## src/rtl/seg7_pkg.sv

```systemverilog
// Shared types and the hex-to-segment table for the 7-segment scan driver.
package seg7_pkg;
   typedef enum logic {DRIVE = 1'b0, BLANK = 1'b1} state_t;

   localparam logic [6:0] SEG_BLANK = 7'h7F;

   // {g,f,e,d,c,b,a}, active-low, indexed by nibble value
   localparam logic [6:0] SEG_TBL [16] = '{
      7'h40, 7'h79, 7'h24, 7'h30, 7'h19, 7'h12, 7'h02, 7'h78,
      7'h00, 7'h10, 7'h08, 7'h03, 7'h46, 7'h21, 7'h06, 7'h0E
   };

   function automatic logic [6:0] hex2seg(input logic [3:0] nib);
      return SEG_TBL[nib];
   endfunction
endpackage

```

## src/rtl/seg7_decode.sv

```systemverilog
// Combinational hex nibble to active-low segment pattern.
module seg7_decode
   import seg7_pkg::*;
(
   input  logic [3:0] nib,
   output logic [6:0] seg
);
   assign seg = hex2seg(nib);
endmodule

```

## src/rtl/seg7_scan.sv

```systemverilog
// Multiplexed NDIG-digit common-anode display driver with anti-ghost blank gap
// and per-frame snapshot of the displayed value.
module seg7_scan
   import seg7_pkg::*;
#(
   parameter int NDIG      = 4,
   parameter int BLANK_CYC = 16
) (
   input  logic              CLK_IN,
   input  logic              clr,
   input  logic              tick_clk,
   input  logic [4*NDIG-1:0] value,
   input  logic [NDIG-1:0]   dp,
   input  logic              blank_lz,
   output logic [NDIG-1:0]   AN,
   output logic [6:0]        SEG,
   output logic              DP,
   output logic [2:0]        digit_idx,
   output logic              scan_ovf
);
   localparam int             CW       = $clog2(BLANK_CYC + 1);
   localparam logic [CW-1:0]  CNT_LAST = CW'(BLANK_CYC - 1);
   localparam logic [2:0]     IDX_LAST = 3'(NDIG - 1);

   state_t              state, state_nxt;
   logic                sync1, sync2, prev, scan_en;
   logic [CW-1:0]       bcnt;
   logic [2:0]          idx, hi;
   logic [4*NDIG-1:0]   val_s;
   logic [NDIG-1:0]     dp_s;
   logic                lz_s, blank_done, lz_hit, dp_bit;
   logic [3:0]          nib;
   logic [6:0]          seg_d;
   logic [NDIG-1:0]     an_d;

   // stage-1 output word and stage-2 (pin) register
   logic [NDIG-1:0]     an1, an1_d;
   logic [6:0]          seg1, seg1_d;
   logic                dp1, dp1_d;
   logic [2:0]          idx1;

   // Flops reset high so a tick_clk already high at release is not an edge
   always_ff @(posedge CLK_IN or posedge clr) begin
      if (clr) begin
         sync1 <= 1'b1;
         sync2 <= 1'b1;
         prev  <= 1'b1;
      end else begin
         sync1 <= tick_clk;
         sync2 <= sync1;
         prev  <= sync2;
      end
   end

   assign scan_en    = sync2 & ~prev;
   assign blank_done = (state == BLANK) && (bcnt == CNT_LAST);

   always_ff @(posedge CLK_IN or posedge clr) begin
      if (clr) state <= DRIVE;
      else     state <= state_nxt;
   end

   always_comb begin
      state_nxt = state;
      case (state)
         DRIVE:   if (scan_en)    state_nxt = BLANK;
         BLANK:   if (blank_done) state_nxt = DRIVE;
         default: state_nxt = DRIVE;
      endcase
   end

   always_ff @(posedge CLK_IN or posedge clr) begin
      if (clr) begin
         bcnt     <= '0;
         idx      <= '0;
         val_s    <= '0;
         dp_s     <= '0;
         lz_s     <= 1'b0;
         scan_ovf <= 1'b0;
      end else begin
         bcnt <= (state == BLANK && !blank_done) ? bcnt + CW'(1) : '0;
         if (state == BLANK && scan_en) scan_ovf <= 1'b1;
         if (blank_done) begin
            if (idx == IDX_LAST) begin
               idx   <= '0;
               val_s <= value;
               dp_s  <= dp;
               lz_s  <= blank_lz;
            end else begin
               idx <= idx + 3'd1;
            end
         end
      end
   end

   // Highest nonzero nibble of the snapshot; 0 when the whole value is 0
   always_comb begin
      hi = '0;
      for (int i = 0; i < NDIG; i++)
         if (val_s[4*i +: 4] != 4'h0) hi = 3'(i);
   end

   always_comb begin
      nib    = '0;
      dp_bit = 1'b0;
      an_d   = '1;
      for (int i = 0; i < NDIG; i++) begin
         if (idx == 3'(i)) begin
            nib     = val_s[4*i +: 4];
            dp_bit  = dp_s[i];
            an_d[i] = 1'b0;
         end
      end
   end

   assign lz_hit = lz_s && (idx > hi);

   seg7_decode u_dec (.nib(nib), .seg(seg_d));

   always_comb begin
      an1_d  = '1;
      seg1_d = SEG_BLANK;
      dp1_d  = 1'b1;
      if (state == DRIVE && !lz_hit) begin
         an1_d  = an_d;
         seg1_d = seg_d;
         dp1_d  = ~dp_bit;
      end
   end

   // Two output stages place the gap at edge k+4 after a tick edge
   always_ff @(posedge CLK_IN or posedge clr) begin
      if (clr) begin
         an1       <= '1;
         seg1      <= SEG_BLANK;
         dp1       <= 1'b1;
         idx1      <= '0;
         AN        <= '1;
         SEG       <= SEG_BLANK;
         DP        <= 1'b1;
         digit_idx <= '0;
      end else begin
         an1       <= an1_d;
         seg1      <= seg1_d;
         dp1       <= dp1_d;
         idx1      <= idx;
         AN        <= an1;
         SEG       <= seg1;
         DP        <= dp1;
         digit_idx <= idx1;
      end
   end
endmodule

```

## config.mk

```make
export PLATFORM = sky130hd
export DESIGN_NAME = seg7_scan
export DESIGN_NICKNAME = d
export VERILOG_FILES = /design/src/rtl/seg7_pkg.sv /design/src/rtl/seg7_decode.sv /design/src/rtl/seg7_scan.sv
export SDC_FILE = /design/constraint.sdc
export NUM_CORES = 1
export LEC_CHECK = 0
export ABC_AREA = 1
export CORE_MARGIN = 2
export CORE_UTILIZATION = 30
export CTS_CLUSTER_DIAMETER = 80
export DETAILED_ROUTE_END_ITERATION = 8
export DONT_BUFFER_PORTS = 1
export SYNTH_ARGS = -nofsm -noshare
export SYNTH_HDL_FRONTEND = slang
export SYNTH_SLANG_ARGS = --single-unit
```

## constraint.sdc

```tcl
create_clock -name CLK_IN -period 5.35 [get_ports CLK_IN]
set_input_delay 1.07 -clock CLK_IN [delete_from_list [all_inputs] [get_ports CLK_IN]]
set_output_delay 1.07 -clock CLK_IN [all_outputs]
set_load 0.005 [all_outputs]
```

# Word level (Yosys, flattened, before mapping)
# Memories as Yosys holds them, arrays and structs flattened.
# Cells that the tools add are included.
# Widths: inputs -> output; s select.
# totals
reg_bits,64
rom_bits,112
inputBits,24
output_inout_bits,16
memories,1
# mem_list
memory,depth,word_bits,rd,rd_clocked_by_memory_dff,write_ports,line_no,source
(name not given),16,7,1,0,0,seg7_pkg.sv:14,return SEG_TBL[nib];
# classes
addsub,2
n_lt_le_gt_ge,2
eq_ne,4
n_mux,25
bitwise,5
n_reduce_logical,12
# op_table
cell,n
$mux 7,3
$mux 4,5
$mux 1,12
$reduce_bool 4->1,3
$mux 3,3
$eq 3x2->1 const B,2
$add 5x1->5 const B,1
$eq 5x4->1 const B,1
$ge 5x5->1 const B,1
$logic_and 1x1->1,5
$mux 5,1
$not 4->5,1
$add 3x1->3 const B,1
$eq 3x1->1 const B,1
$gt 3x3->1,1
$logic_not 3->1,1
$not 1->1,3
$logic_not 1->1,2
$pmux 1 s2,1
$reduce_and 2->1,1
$and 1x1->1,1

# Depth between registers and ports, before layout
# Gate-level depths: netlist (run 1).
# depth
ltp_word,10
depth_mapped,15

# By module
# From an unflattened synthesis (run 1), not the netlist that was laid out.
# hier_totals
cells_unflattened,303
hier_area_um2,2892.8
# modules_own_cells
module,n_inst,cells_each,area_each_um2,seq_area_each_um2
seg7_scan,1,252,2617.5,1635.3
seg7_decode,1,51,275.3,0.0

# Worst setup path before layout (run 1)
# No wires, ideal clock.
# synth_path
path_type,register to register
startpoint,register idx[0]
endpoint,register seg1[0]
setup_time_ns,0.084
arrival_ns,1.831
required_time_ns,5.266
path_slack_ns,3.435
path_stages_with_launch,15
n_path_buf,0
synth_period_minus_slack_ns,1.915
path_cell_list,dfrtp_1 inv_1 ha_1 inv_1 nor2_2 nand2_1 nand2_1 inv_1 a21oi_4 inv_1 ha_1 inv_1 nand3_1 nand3_1 nand3_1
# synth_via
elab_chain_cells,10
# synth_lines
element,line_no,source
from (decl),seg7_scan.sv:28,"logic [2:0] idx, hi;"
from (signal assigned),seg7_scan.sv:90,idx <= idx + 3'd1;
$logic_not 3->1,seg7_scan.sv:108,if (idx == 3'(i)) begin
$mux 4 (4 in series),seg7_scan.sv:108,
$not 4->5 (implied by the code),seg7_pkg.sv:14,
$mem_v2 16x7,-,
$mux 7 (implied by the code) (2 in series),seg7_pkg.sv:14,
$mux 7 *,seg7_scan.sv:124,if (state == DRIVE && !lz_hit) begin
net seg1_d[0],seg7_scan.sv:38,"logic [6:0] seg1, seg1_d;"
to (signal assigned),seg7_scan.sv:144,seg1 <= seg1_d;
to (decl),seg7_scan.sv:38,
# The timed path passes the listed nets; every way through them passes the cells marked *. The select of a mux whose other input is x is not followed.
# A chain may end at the register's enable or synchronous reset.

# Worst setup path after layout (run 1)
# Ends and elaborated chain as after synthesis.

==> out/metrics.csv, run 1 <==
metric,value,unit
fin nets,329,
critical path type,flop to flop,
syn nets,322,
cts hold-fix bufs,0,
launch point of the worst reg-to-reg path,idx[0],
flop-to-flop setup slack,3.11,ns
total CTS buffers,9,
CP Data Arrival Time,2.51,ns
number of flops mapped to enable cells by yosys,0,
final count of negative-setup-slack endpoints,0,
largest net degree at the start of global routing,65,
Post-Synthesis Cells,284,
gpl congestion,0.884,
CP Capture Type,flop,
most frequent cells in the layout,"40 x nand2_1, 37 x dfrtp_1, 35 x nor2_1",
Final Hold Fails,0,
Max clock buf depth,2,
CORE AREA,9240,sq um
sequential share of power,0.397,
"Slowest-stage cell, CP",dfrtp_1,
Placed Area,3000,sq um
vias,1787,
"slowest stage delay, CP",0.44,ns
DIE WIDTH,102,microns
crit-path leading delay family,simple AND/OR/NAND/NOR gates,
share of layout cells above drive strength 1,0.280,
fin crit share,0.419,
Period minus WS final,2.24,ns
die area,10400,sq um
Switch Pwr,0.593,mW
cell area after synthesis,2870,sq um
cells along the critical path,"inv_1, ha_1, inv_1, nor2_2, nand2_1, nand2_1, inv_1, a21oi_4, inv_1, ha_1, inv_1, nand3_1, nand3_1, nand3_1",
Setup Skew,0.00669,ns
GRT Util Overall,0.113,
final antenna-violating net count,0,
DRC violations left,0,
# resized after CTS,0,
# clock sinks,64,
crit path buf inv count,5,
VDD IR-drop max,164,uV
register bit count reported by yosys,64,
Slew @ Worst Pin,0.763,ns
Worst R2R Path Depth,14,
"Req. time, crit path",5.61,ns
syn avg cell area,10.1,sq um
Comb power frac,0.329,
status,completed,
switch share,0.354,
design area,3230,sq um
"Setup Fix Bufs, Post-CTS",0,
CTS tree,yes,
WHS,0.351,ns
first-pass GRT wire length,8.87,mm
root buffer cell,clkbuf_8,
fmax,0.446,GHz
most used flip-flop cell after synthesis,dfrtp_1,
TNS Setup,0,ns
Critical Path Source,idx[0],
input/output buffers,0,
initial antenna violation count,0,
Clk pwr share,0.274,
Hold Crit Class,flop to flop,
WP depth,14,
Yosys warnings,0,
gr ovfl total,0,
sequential share of the synthesized area,0.570,
DRT iter0 DRCs,76,
Leakage,1.50,nW
Total Wirelength,5.14,mm
Rel. slew slack,0.491,
Internal Power,1.08,mW
Detailed Place HPWL,3.74,mm
Initial DRT Pass Iterations,4,
max-slew violation count,0,
placed insts,409,
end of the critical path,seg1[0],
Skew-Pair Late Insertion Delay,0.34,ns
starting density of the core,0.310,
CP Max Fanout,6,
r2r endpoint,seg1[0],
Top Ports,40,
Die H,102,microns
drt wl/cell,12.1,microns
via/cell ratio,4.20,
row count,35,
ys async rst share,1.00,
# diodes,0,
cell repeated most along the worst path,inv_1,
clock transition at the registers of the reported paths,0.07,ns
Yosys cell types,35,
total power per unit cell area,519,nW/um^2
Post-Layout Cell Count,425,
Startpoint Class,flop,
Area Growth Syn to Fin,12.5,%
CTS H-tree depth,3,
max_cap viols,0,
"leading cell type in the layout, fill and taps excluded",nand2_1,
vias in the first global route,1799,
unrepaired setup endpoints after global routing,no,
==> worst min path at each step <==
stage / startpoint / to / cells past startpoint / slack (ns)
3_3_place_gp: idx1[2] / digit_idx[2] / 0 / 0.34
5_1_grt: dp1 / DP / 0 / 0.35
4_1_cts: an1[2] / AN[2] / 0 / 0.35
6_report: idx1[2] / digit_idx[2] / 0 / 0.35
2_1_floorplan: idx1[0] / digit_idx[0] / 0 / 0.33
3_5_place_dp: idx1[2] / digit_idx[2] / 0 / 0.34
==> layer usage <==
layer / wire [microns] / part of all wire / global-route usage / vias up
met5: 0 / 0 / 0 / -
met4: 53 / 0.010 / 0.0416 / 0
met3: 314 / 0.061 / 0.0559 / 7
met2: 2220 / 0.43 / 0.159 / 48
met1: 2550 / 0.50 / 0.150 / 826
li1: - / - / - / 906
==> power groups by stage <==
stage | Clock, mW | Sequential [mW] | Combinational (mW)
after CTS | 0.476 | 0.666 | 0.555
final | 0.458 | 0.665 | 0.551
after floorplan | 0 | 0.660 | 0.457
after global routing | 0.503 | 0.680 | 0.646
after global placement | 0 | 0.673 | 0.541
after detailed placement | 0 | 0.674 | 0.555
==> cell usage after synthesis, types with 2 or more instances <==
library cell  instances  area (sq um)
dfstp_2              27           709
nor4_1                3          18.8
inv_2                 5          18.8
nor2_2                3          18.8
o21ai_1               2          10.0
dfrtp_1              37           926
ha_1                 14           175
inv_4                 2          12.5
nand2_2               6          37.5
o21ai_0               5          25.0
nor2_1               35           131
mux2_2                9           101
inv_1                35           131
nand2_4               5          56.3
a21oi_1              12          60.1
nand2_1              40           150
nand3_1              26           130
==> metrics by stage <==
step / power [mW] / util / worst slack (ns)
finish: 1.67 / 0.349 / 3.11
global route: 1.83 / 0.349 / 2.87
CTS: 1.70 / 0.349 / 3.12
detailed placement: 1.23 / 0.324 / 3.13
global placement: 1.21 / 0.324 / 3.16
floorplan: 1.12 / - / 2.73
==> registers in the layout, indices dropped and copies added, names as in the netlist, 3 cells and up <==
register	count
AN	4
SEG	7
an1	4
bcnt	5
digit_idx	3
dp_s	4
idx	3
idx1	3
seg1	7
val_s	16
==> area by class of cell <==
type	count	area [sq um]
Fill cell	939	6010
Sequential cell	64	1640
Multi-Input combinational cell	171	1020
Inverter	44	175
Clock buffer	11	174
Tap cell	129	161
Clock inverter	5	58.8
Timing Repair Buffer	1	7.51
==> kinds of logic after synthesis <==
logic type               share of synthesized area
AO/OA/AOI/OAI                               0.0532
XOR/XNOR                                   0.00305
adder cells (fa/ha/maj)                     0.0611
buffers and inverters                       0.0759
multiplexers                                0.0353
AND/OR/NAND/NOR                              0.201
flip-flops                                   0.570
Power figures use the tool's default switching activity.
==> inputs of run 2 (changes only) <==
clock period = 2.2 ns   (was 5.35 ns; I/O delays follow)
==> run 2 against run 1 <==
Compared with the run above:
- clock power rose by 86%
- via count up 2.1%
- worst setup slack lost 3.0 ns
- first-iteration DRC count fell by 16%
- sequential power increased by 140%
- core utilization barely moved
- critical path type unchanged
- critical endpoint is now seg1[1]
- largest power group unchanged
- highest routed layer unchanged
==> out/metrics.csv, run 2 (synthesis results as in run 1) <==
metric,value,unit,change
status,completed,,
largest net degree at the start of global routing,65,,unchanged
Final Hold Fails,0,,unchanged
Area Growth Syn to Fin,12.6,%,about the same
cells along the critical path,"inv_1, ha_2, inv_1, nor2_2, nand2_1, nand3_1, nand2_2, nand2_4, inv_2, ha_1, nand3_1, nor2_1, nor2_1, nand2_1",,
Top Ports,40,,unchanged
vias,1825,,+2.1%
total power per unit cell area,1210,nW/um^2,+130%
Detailed Place HPWL,3.89,mm,+3.9%
CP Max Fanout,5,,-1
max_cap viols,0,,unchanged
CP Capture Type,flop,,
gr ovfl total,0,,unchanged
Hold Crit Class,primary input to asynchronous set/reset pin,,
design area,3230,sq um,about the same
Comb power frac,0.371,,+0.042
CTS H-tree depth,3,,unchanged
# diodes,0,,unchanged
# clock sinks,64,,unchanged
vias in the first global route,1805,,+0.33%
WHS,0.0347,ns,-0.316 ns
drt wl/cell,11.9,microns,-1.6%
gpl congestion,0.897,,+1.5%
DRT iter0 DRCs,64,,-16%
unrepaired setup endpoints after global routing,no,,
switch share,0.370,,+0.0164
Slew @ Worst Pin,0.427,ns,-0.336 ns
root buffer cell,clkbuf_8,,
multi-input logic area,1030,sq um,+0.99%
Final Worst Setup Slack,0.153,ns,-2.95 ns
VDD IR-drop max,468,uV,+180%
CORE AREA,9240,sq um,unchanged
TNS Setup,0,ns,unchanged
CP Data Arrival Time,2.31,ns,-0.20 ns
"leading cell type in the layout, fill and taps excluded",nand2_1,,
"Req. time, crit path",2.46,ns,-3.15 ns
Regs by FF count,"val_s (16), SEG (7), seg1 (7)",,
first-pass GRT wire length,8.65,mm,-2.4%
Initial DRT Pass Iterations,4,,unchanged
final count of negative-setup-slack endpoints,0,,unchanged
initial antenna violation count,0,,unchanged
Skew-Pair Late Insertion Delay,0.33,ns,about the same
Period minus WS final,2.05,ns,-0.197 ns
Placed Area,3050,sq um,+1.7%
clock transition at the registers of the reported paths,0.06,ns,about the same
DRC violations left,0,,unchanged
Startpoint Class,flop,,
filler instances,933,,-0.64%
DIE WIDTH,102,microns,unchanged
max-slew violation count,0,,unchanged
sequential share of power,0.412,,+0.015
Internal Power,2.47,mW,+130%
Total Wirelength,5.13,mm,-0.21%
Rel. slew slack,0.713,,+0.222
fmax,0.489,GHz,+9.6%
fin nets,335,,+1.8%
critical path type,flop to flop,,
row count,35,,unchanged
CTS tree,yes,,
Leakage,1.49,nW,-0.27%
DP Worst Slack,0.0820,ns,-3.05 ns
final antenna-violating net count,0,,unchanged
starting density of the core,0.310,,unchanged
Clk pwr share,0.217,,-0.057
FF+latch area,1640,sq um,about the same
GRT Util Overall,0.112,,-0.000804
via/cell ratio,4.23,,+0.70%
total power,3.92,mW,+130%
Setup Skew,0.00497,ns,-0.00172 ns
Switch Pwr,1.45,mW,+140%
share of layout cells above drive strength 1,0.298,,+0.0176
max FFs per register,16,,unchanged
Max clock buf depth,2,,unchanged
"Slowest-stage cell, CP",dfrtp_2,,
fin crit share,0.930,,+0.511
input/output buffers,0,,unchanged
total CTS buffers,9,,unchanged
die area,10400,sq um,unchanged
Largest Register,val_s,,
most frequent cells in the layout,"40 x nand2_1, 36 x dfrtp_1, 35 x nor2_1",,
"slowest stage delay, CP",0.44,ns,about the same
Die H,102,microns,unchanged
-- run 2: changes by cell type in the layout (fill, tap and decap cells not counted), moves of 2 or more --
cell,change
ha_1,-2
clkbuf_16,-2
buf_4,+5
clkbuf_1,+3
ha_2,+2
clkinv_4,-2
-- run 2: through the flow --
stage / std cells / util
after floorplan: 284 / -
after global placement: 414 / 0.330
after detailed placement: 414 / 0.330
after CTS: 430 / 0.347
after global routing: 431 / 0.349
final: 431 / 0.349
-- run 2: routing by layer --
layer  global-route usage  vias to the layer above  part of all wire
met4               0.0457                        0            0.0084
met3               0.0497                        7             0.067
li1                     -                      920                 -
met2                0.156                       47              0.43
met1                0.152                      851              0.50
met5                    0                        -                 0
-- run 2: power groups by stage --
stage	Combinational (mW)	Sequential, mW	Clock (mW)
final	1.46	1.61	0.851
after global routing	1.67	1.65	0.945
after CTS	1.43	1.62	0.893
after detailed placement	1.43	1.64	0
after global placement	1.40	1.63	0
after floorplan	1.11	1.60	0
-- run 2: area by class of cell --
type                       count  share of cell area
multi-input combinational    171               0.318
tap                          129              0.0500
inverter                      44              0.0542
timing repair buffer           7              0.0201
clock inverter                 3             0.00504
sequential                    64               0.507
clock buffer                  13              0.0461
-- run 2: repair_timing --
item / in CTS / in global routing
setup endpoints to repair: 0 / 7
gates resized for setup: 0 / 5
setup buffers: 0 / 1
hold buffers: 0 / 0
-- run 2: worst paths after layout --
kind / from / end / slack (ns) / cells past startpoint
worst min-delay path: clr / digit_idx[1] / 0.03 / 2
worst min register to register: idx1[1] / digit_idx[1] / 0.35 / 0
worst max register to register: idx[1] / seg1[1] / 0.15 / 14
max in group asynchronous: clr / prev / 1.85 / 2
worst max-delay path: idx[1] / seg1[1] / 0.15 / 14
min in group CLK_IN: tick_clk / sync1 / 0.10 / 0
-- run 2: critical path: cells and delay by family, from the launching register on --
kind	cells	cell delay (ns)
flip-flops	1	0.44
buffers and inverters	3	0.24
AND/OR/NAND/NOR	9	0.74
adder cells (fa/ha/maj)	2	0.54
